$ cat config.mk
export PLATFORM = sky130hd
export DESIGN_NAME = adxl_spi_responder
export DESIGN_NICKNAME = d
export VERILOG_FILES = /design/src/rtl/adxl_spi_responder.sv
export SDC_FILE = /design/constraint.sdc
export NUM_CORES = 2
export LEC_CHECK = 0
export ABC_CLOCK_PERIOD_IN_PS = 7350
export BUFFER_PORTS_ARGS = -buffer_cell sky130_fd_sc_hd__buf_2
export CAP_MARGIN = 25
export CORE_MARGIN = 2
export CORE_UTILIZATION = 55
export CTS_CLUSTER_DIAMETER = 60
export CTS_CLUSTER_SIZE = 14
export DETAILED_ROUTE_END_ITERATION = 10
export PLACE_DENSITY = 0.74
export SETUP_SLACK_MARGIN = 0.3
export SLEW_MARGIN = 5
export SYNTH_ARGS = -nofsm -noshare
export SYNTH_HDL_FRONTEND = slang
export SYNTH_SLANG_ARGS = --single-unit
export TNS_END_PERCENT = 20
$ cat constraint.sdc
create_clock -name clk -period 7.35 [get_ports clk]
set_input_delay 1.47 -clock clk [delete_from_list [all_inputs] [get_ports clk]]
set_output_delay 1.47 -clock clk [all_outputs]
set_load 0.005 [all_outputs]
$ cat src/rtl/adxl_spi_responder.sv
// SPI mode-0 responder emulating the ADXL362 0x0A write / 0x0B read register protocol.
// Optional macro SPI_RESP_RO_PROTECT_EN makes addresses below RO_LIMIT read-only from SPI.
module adxl_spi_responder #(
    parameter int unsigned  N_REG    = 64,
    parameter int unsigned  RO_LIMIT = 16,
    localparam int unsigned AW       = $clog2(N_REG)
) (
    input  logic          clk,
    input  logic          reset_n,
    input  logic          spi_sclk,
    input  logic          spi_mosi,
    input  logic          spi_ss_n,
    output logic          spi_miso,
    output logic          spi_miso_oe,
    input  logic          host_wr,
    input  logic [AW-1:0] host_addr,
    input  logic [7:0]    host_wr_data,
    output logic [7:0]    host_rd_data,
    output logic          spi_wr_valid,
    output logic [AW-1:0] spi_wr_addr,
    output logic [7:0]    spi_wr_data,
    output logic          busy
);

`ifdef SPI_RESP_RO_PROTECT_EN
    localparam bit RoProtect = 1'b1;
`else
    localparam bit RoProtect = 1'b0;
`endif

    typedef enum logic [2:0] {StIdle, StCmd, StAddr, StWrData, StRdData, StIgnore} state_e;

    state_e        state_q, state_d;
    logic [2:0]    sclk_q, ss_q;
    logic [1:0]    mosi_q;
    logic [2:0]    bit_cnt_q;
    logic [7:0]    rx_q, tx_q, rx_byte;
    logic [AW-1:0] ptr_q, addr_byte;
    logic          is_read_q, miso_q, wr_pend_q, wr_valid_q;
    logic [AW-1:0] wr_addr_q;
    logic [7:0]    wr_data_q, rd_data_q;
    logic [7:0]    regs_q [N_REG];
    logic          rise, fall, ss_start, desel, byte_done, ro_hit, commit;

    // Index [1] is the synchronized value, [2] the previous one for edge detection.
    assign rise      = sclk_q[1] & ~sclk_q[2];
    assign fall      = ~sclk_q[1] & sclk_q[2];
    assign ss_start  = ~ss_q[1] & ss_q[2];
    assign desel     = ss_q[1];
    assign byte_done = rise && (bit_cnt_q == 3'd7);
    assign rx_byte   = {rx_q[6:0], mosi_q[1]};
    assign addr_byte = rx_byte[AW-1:0];
    assign ro_hit    = RoProtect && (32'(ptr_q) < RO_LIMIT);
    assign commit    = (state_q == StWrData) && byte_done && !ro_hit;

    always_ff @(posedge clk) begin
        if (!reset_n) begin
            sclk_q <= '0;
            ss_q   <= '1;
            mosi_q <= '0;
        end else begin
            sclk_q <= {sclk_q[1:0], spi_sclk};
            ss_q   <= {ss_q[1:0], spi_ss_n};
            mosi_q <= {mosi_q[0], spi_mosi};
        end
    end

    always_ff @(posedge clk) begin
        if (!reset_n) state_q <= StIdle;
        else          state_q <= state_d;
    end

    always_comb begin
        state_d = state_q;
        if (desel) begin
            state_d = StIdle;
        end else begin
            case (state_q)
                StIdle: if (ss_start) state_d = StCmd;
                StCmd: begin
                    if (byte_done) begin
                        state_d = (rx_byte == 8'h0A || rx_byte == 8'h0B) ? StAddr : StIgnore;
                    end
                end
                StAddr: if (byte_done) state_d = is_read_q ? StRdData : StWrData;
                default: ;
            endcase
        end
    end

    always_ff @(posedge clk) begin
        if (!reset_n) begin
            bit_cnt_q  <= '0;
            rx_q       <= '0;
            tx_q       <= '0;
            ptr_q      <= '0;
            is_read_q  <= 1'b0;
            miso_q     <= 1'b0;
            wr_pend_q  <= 1'b0;
            wr_valid_q <= 1'b0;
            wr_addr_q  <= '0;
            wr_data_q  <= '0;
        end else begin
            // Commit is staged one cycle so the pulse trails the register update.
            wr_pend_q  <= commit;
            wr_valid_q <= wr_pend_q;
            if (commit) begin
                wr_addr_q <= ptr_q;
                wr_data_q <= rx_byte;
            end
            if (desel || state_q == StIdle) bit_cnt_q <= '0;
            else if (rise)                  bit_cnt_q <= bit_cnt_q + 3'd1;
            if (rise) rx_q <= rx_byte;
            if (state_q == StCmd && byte_done) is_read_q <= (rx_byte == 8'h0B);
            if (byte_done) begin
                case (state_q)
                    StAddr: begin
                        if (is_read_q) begin
                            tx_q  <= regs_q[addr_byte];
                            ptr_q <= addr_byte + AW'(1);
                        end else begin
                            ptr_q <= addr_byte;
                        end
                    end
                    StRdData: begin
                        tx_q  <= regs_q[ptr_q];
                        ptr_q <= ptr_q + AW'(1);
                    end
                    StWrData: ptr_q <= ptr_q + AW'(1);
                    default: ;
                endcase
            end else if (fall && state_q == StRdData) begin
                tx_q <= {tx_q[6:0], 1'b0};
            end
            if (state_q != StRdData || desel) miso_q <= 1'b0;
            else if (fall)                     miso_q <= tx_q[7];
        end
    end

    // SPI commit wins over a host write to the same address in the same cycle.
    always_ff @(posedge clk) begin
        if (!reset_n) begin
            for (int i = 0; i < N_REG; i++) regs_q[i] <= '0;
            rd_data_q <= '0;
        end else begin
            for (int i = 0; i < N_REG; i++) begin
                if (commit && ptr_q == AW'(i))              regs_q[i] <= rx_byte;
                else if (host_wr && host_addr == AW'(i))    regs_q[i] <= host_wr_data;
            end
            rd_data_q <= regs_q[host_addr];
        end
    end

    assign spi_miso     = miso_q;
    assign busy         = ~ss_q[1];
    assign spi_miso_oe  = ~ss_q[1];
    assign host_rd_data = rd_data_q;
    assign spi_wr_valid = wr_valid_q;
    assign spi_wr_addr  = wr_addr_q;
    assign spi_wr_data  = wr_data_q;

endmodule
# Word level (Yosys, flattened, before mapping)
# Memories as Yosys holds them, arrays and structs flattened. A register that Yosys moved wholly into a read port is not among the register bits.
# Cells that the tools add are included.
dict set report word_totals {
  mem_bits_rw 512
  n_memories 1
  register_bits 53
  word_cells 1032
  output_inout_bits 26
  input_bits 20
  latch_bits 0
  rom_bits 0
}
dict set report classes {
  reduce_logical 149
  n_bitwise 135
  addsub 3
  mul 0
  n_mux 591
  eq_ne 139
  shifts 0
  div_mod_pow 0
  n_lt_le_gt_ge 0
}
# name words word_bits rd rd_ports_with_merged_regs wr line
set memory_table {}
lappend memory_table {regs_q 64 8 3 2 64 42} ;# logic [7:0] regs_q [N_REG];
# operator n
set ops {}
lappend ops {{$mux W8} 131}
lappend ops {{$mux W1} 449}
lappend ops {{$eq A6 B6 Y1 const B} 64}
lappend ops {{$eq A6 B5 Y1 const B} 32}
lappend ops {{$logic_and A1 B1 Y1} 132}
lappend ops {{$or A1 B1 Y1} 128}
lappend ops {{$eq A6 B4 Y1 const B} 16}
lappend ops {{$eq A6 B3 Y1 const B} 8}
lappend ops {{$eq A6 B2 Y1 const B} 4}
lappend ops {{$mux W6} 3}
lappend ops {{$eq A8 B4 Y1 const B} 2}
lappend ops {{$pmux W8 S2} 1}
lappend ops {{$mux W3} 5}
lappend ops {{$add A6 B1 Y6 const B} 2}
lappend ops {{$eq A6 B1 Y1 const B} 2}
lappend ops {{$logic_not A6 Y1} 2}
lappend ops {{$pmux W6 S2} 1}
lappend ops {{$pmux W3 S3} 1}
lappend ops {{$reduce_or A2 Y1} 4}
lappend ops {{$eq A3 B2 Y1 const B} 2}
lappend ops {{$eq A3 B3 Y1 const B} 2}
lappend ops {{$ne A2 B2 Y1 const B} 3}
lappend ops {{$ne A3 B3 Y1 const B} 2}
lappend ops {{$not A1 Y1} 4}
lappend ops {{other kinds (12)} 17}

# Depth between registers and ports, before layout
dict set report logic_depth {
  depth_word 10
  depth_mapped 11
}

# Least setup slack after synthesis
# OpenSTA, ideal clock, no wires.
dict set report synth_path {
  kind {input port to flip-flop}
  startpoint {input port host_addr[0]}
  endpoint {register rd_data_q[0] (netlist: host_rd_data[0]) (read register of regs_q)}
  n_path_buf 2
  setup_time_ns 0.130
  path_stages 6
  t_arrival_ns 3.361
  path_slack_ns 3.859
  cell_sequence {buf_2 > clkbuf_1 > mux4_2 > mux4_2 > mux2i_1 > o22ai_1}
}
# element line
set synth_rtl {}
lappend synth_rtl {{start: declaration} 16} ;# input logic [AW-1:0] host_addr,
lappend synth_rtl {{end: declaration} 41} ;# logic [7:0] wr_data_q, rd_data_q;

==> results.md <==
- Leading cell types in the layout, fill and taps excluded: edfxtp_1 (512), mux4_2 (390), mux2i_1 (370)
- Library cell occupying the most area in the post-synthesis netlist: edfxtp_1
- Clock Tree Root: clkbuf_16
- Via-per-instance ratio: 7.94
- Number of standard cells after synthesis: 3,030
- Kind of end point of the critical path: flop
- Max Clk Rate: 235 MHz
- Leakage power of the design: 13.7 nW
- Number of setup buffers added after CTS: 0
- Type of the setup path with the least slack: primary input to flop
- Maximum buffer depth of the clock tree: 3
- Setup repair after global routing missed its margin: no
- Vias after detailed routing: 30,400
- Synth async-reset ratio: 0%
- Number of library cell types mapped by synthesis: 78
- Register clock-pin slew on the reported worst setup and hold paths: 0.07 ns
- Yosys top cell area share: 39.0%
- Launch point of the worst hold path: ss_q[0]
- Instance area at placement: 0.0397 mm^2
- Number of storage elements in the synthesis netlist: 579
- Cell depth of the worst hold path: 1
- Run status: finished clean
- M1 GR Usage: 51.7%
- Die H: 272 um
- Least-Margin Pin Slew: 1.27 ns
- Final Max Tran Viols: 0
- Post-Route WL: 149,000 um
- Most used routing layer: met2
- Seq/Total Area, Yosys: 42.4%
- Worst Path Arrival: 4.58 ns
- Worst Hold End: ss_q[1]
- Number of warning messages in the yosys log: 0
- Peak supply drop: 0.000177 V
- Setup TNS: 0 ns
- Final count of negative-setup-slack endpoints: 0
- Port buffer count: 45
- Die Wd: 272 um
- Met3 Track Usage GR: 15.8%
- Routability cong.: 1.06
- Vias in the first global route: 28,700
- Worst slew margin relative to its limit: 14.8%
- GRT met2 Usage: 57.9%
- Hold Fails Final Rpt: 0
- Fraction of final layout cells with drive strength greater than 1: 21.9%
- Final clock period utilization by the worst path: 57.9%
- Top fanout value on the critical path: 71
- Number of rows in the core area: 98
- WL/cell: 38.8 um
- Largest cells by area after synthesis: edfxtp_1 (39%), mux4_2 (22%), mux2i_1 (9.4%)
- Number of antenna violations at the first check in global routing: 7
- Final Net Count: 2,867
- First-pass GRT wire length: 212,000 um
- Number of hold-repair buffers added at the cts stage: 0
- Register-to-register path setup slack: 3.39 ns
- Leading cell type in the layout, fill and taps excluded: edfxtp_1
- Clock period minus final worst setup slack: 4.26 ns
- Clock latency of the later-clocked register in the worst-skew pair: 0.69 ns
- Half-perimeter wire length after placement: 99,200 um
- Crit path required time: 7.67 ns
- Cell area after layout: 0.0416 mm^2
- Residual DRC: 0
- Post_cts resized: 0
- Fin Hold WS: 0.411 ns
- Total clock buffers created by CTS: 56
- Die footprint: 0.0739 mm^2
- Maximum number of pins on one net before global-route repair: 274
- Final global-route overflow total: 0
- Post-synthesis cell area: 0.0394 mm^2
- Core Box Area: 0.0712 mm^2
- Reg2reg end: tx_q[7]
- Starting DRT DRC Count: 5,445
- CTS tree: yes
- Number of H-tree levels: 2
- Starting Density: 55.4%
- Number of iterations in the first detailed-routing pass: 9
- Synthesis-to-finish area growth: 5.54%
- Startpoint kind of the worst setup timing path: primary input
- Most used DFF post-synth: edfxtp_1
- ANT nets after route: 0
- Sink count of the clock tree: 579
- P per Cell Area: 184 mW/mm^2
- Average cell area after synthesis: 13.0 um^2
- Depth of the most critical reg-to-reg path: 7
- Top-Level Pins: 46
- Overall routing resource usage: 39.9%
- Worst Hold Class: flop to flop
- Post-route clock skew: 0.0367 ns
- Max-Cap Viols: 0
- Synth Net Count: 3,058
- Count of flip-flops with a built-in enable after synthesis: 512
final cells by class:
cell class	instances	area, um^2
multi-input cells	2086	21000
fillers	5508	29600
diodes	1	2.50
inverters	10	37.5
repair buffers	106	836
clock buffers	73	1520
clock inverters	25	264
well taps	950	1190
flip-flops and latches	579	16800
Yosys cell counts, types with 29 or more instances:
library cell / count
edfxtp_1: 512
mux4_2: 390
mux2i_1: 370
a22o_1: 271
nor2b_1: 250
nand2_1: 209
clkbuf_1: 186
buf_2: 89
nand3_1: 83
nor2_1: 82
dfxtp_1: 67
a21oi_1: 66
buf_1: 35
o22ai_1: 34
o21ai_0: 29
worst max path at each step:
stage	startpoint	endpoint	slack, ns	cells past startpoint
floorplan	host_addr[0]	host_rd_data[0]	3.86	6
global placement	host_addr[1]	regs_q[50][4]	2.50	5
detailed placement	host_addr[0]	host_rd_data[6]	2.55	6
CTS	host_addr[0]	host_rd_data[6]	3.24	6
global route	host_addr[3]	regs_q[45][5]	3.13	6
finish	host_addr[1]	regs_q[39][7]	3.09	5
stage by stage:
step	setup WS (ns)	util (%)	total power, mW	std cells
floorplan	3.86	-	4.39	3030
global placement	2.50	55.7	4.68	3717
detailed placement	2.55	55.7	4.70	3721
CTS	3.24	58.2	7.59	3819
global route	3.13	58.4	7.76	3829
finish	3.09	58.4	7.66	3830
registers in the layout, indices dropped and copies added (netlist names), named ones only:
| name | count |
|---|---|
| spi_wr_valid | 1 |
| host_rd_data | 8 |
| ptr_q | 6 |
| is_read_q | 1 |
| state_q | 3 |
| sclk_q | 3 |
| wr_pend_q | 1 |
| spi_miso | 1 |
| spi_wr_data | 8 |
| regs_q | 512 |
| spi_wr_addr | 6 |
| rx_q | 7 |
| tx_q | 8 |
| ss_q | 3 |
| mosi_q | 2 |
| bit_cnt_q | 3 |
report_power, final:
group	internal, mW	switching, mW	total, mW
registers	3.71	0.158	3.87
logic	0.350	0.462	0.811
clock network	1.57	1.40	2.97
critical path: stages:
cell and delay, ns:
buf_6 0.56, nand2_1 0.23, nor2_1 0.79, nand3_1 0.77
nand3_1 0.68
cells by family after synthesis:
kind of cell | count (synthesis) | synth area share, %
AO/OA/AOI/OAI | 532 | 10.4
XOR/XNOR | 6 | 0.133
adder cells (fa/ha/maj) | 8 | 0.254
buffers and inverters | 365 | 4.42
flip-flops | 579 | 42.4
multiplexers | 778 | 32.2
AND/OR/NAND/NOR | 762 | 10.2
per-layer routing:
metal / vias up / wire [um] / share of wire, %
li1: 11700 / - / -
met1: 15100 / 51000 / 34
met2: 2883 / 63300 / 43
met3: 643 / 23300 / 16
met4: 12 / 10900 / 7.3
met5: - / 80 / 0.054
Power figures use the tool's default switching activity.
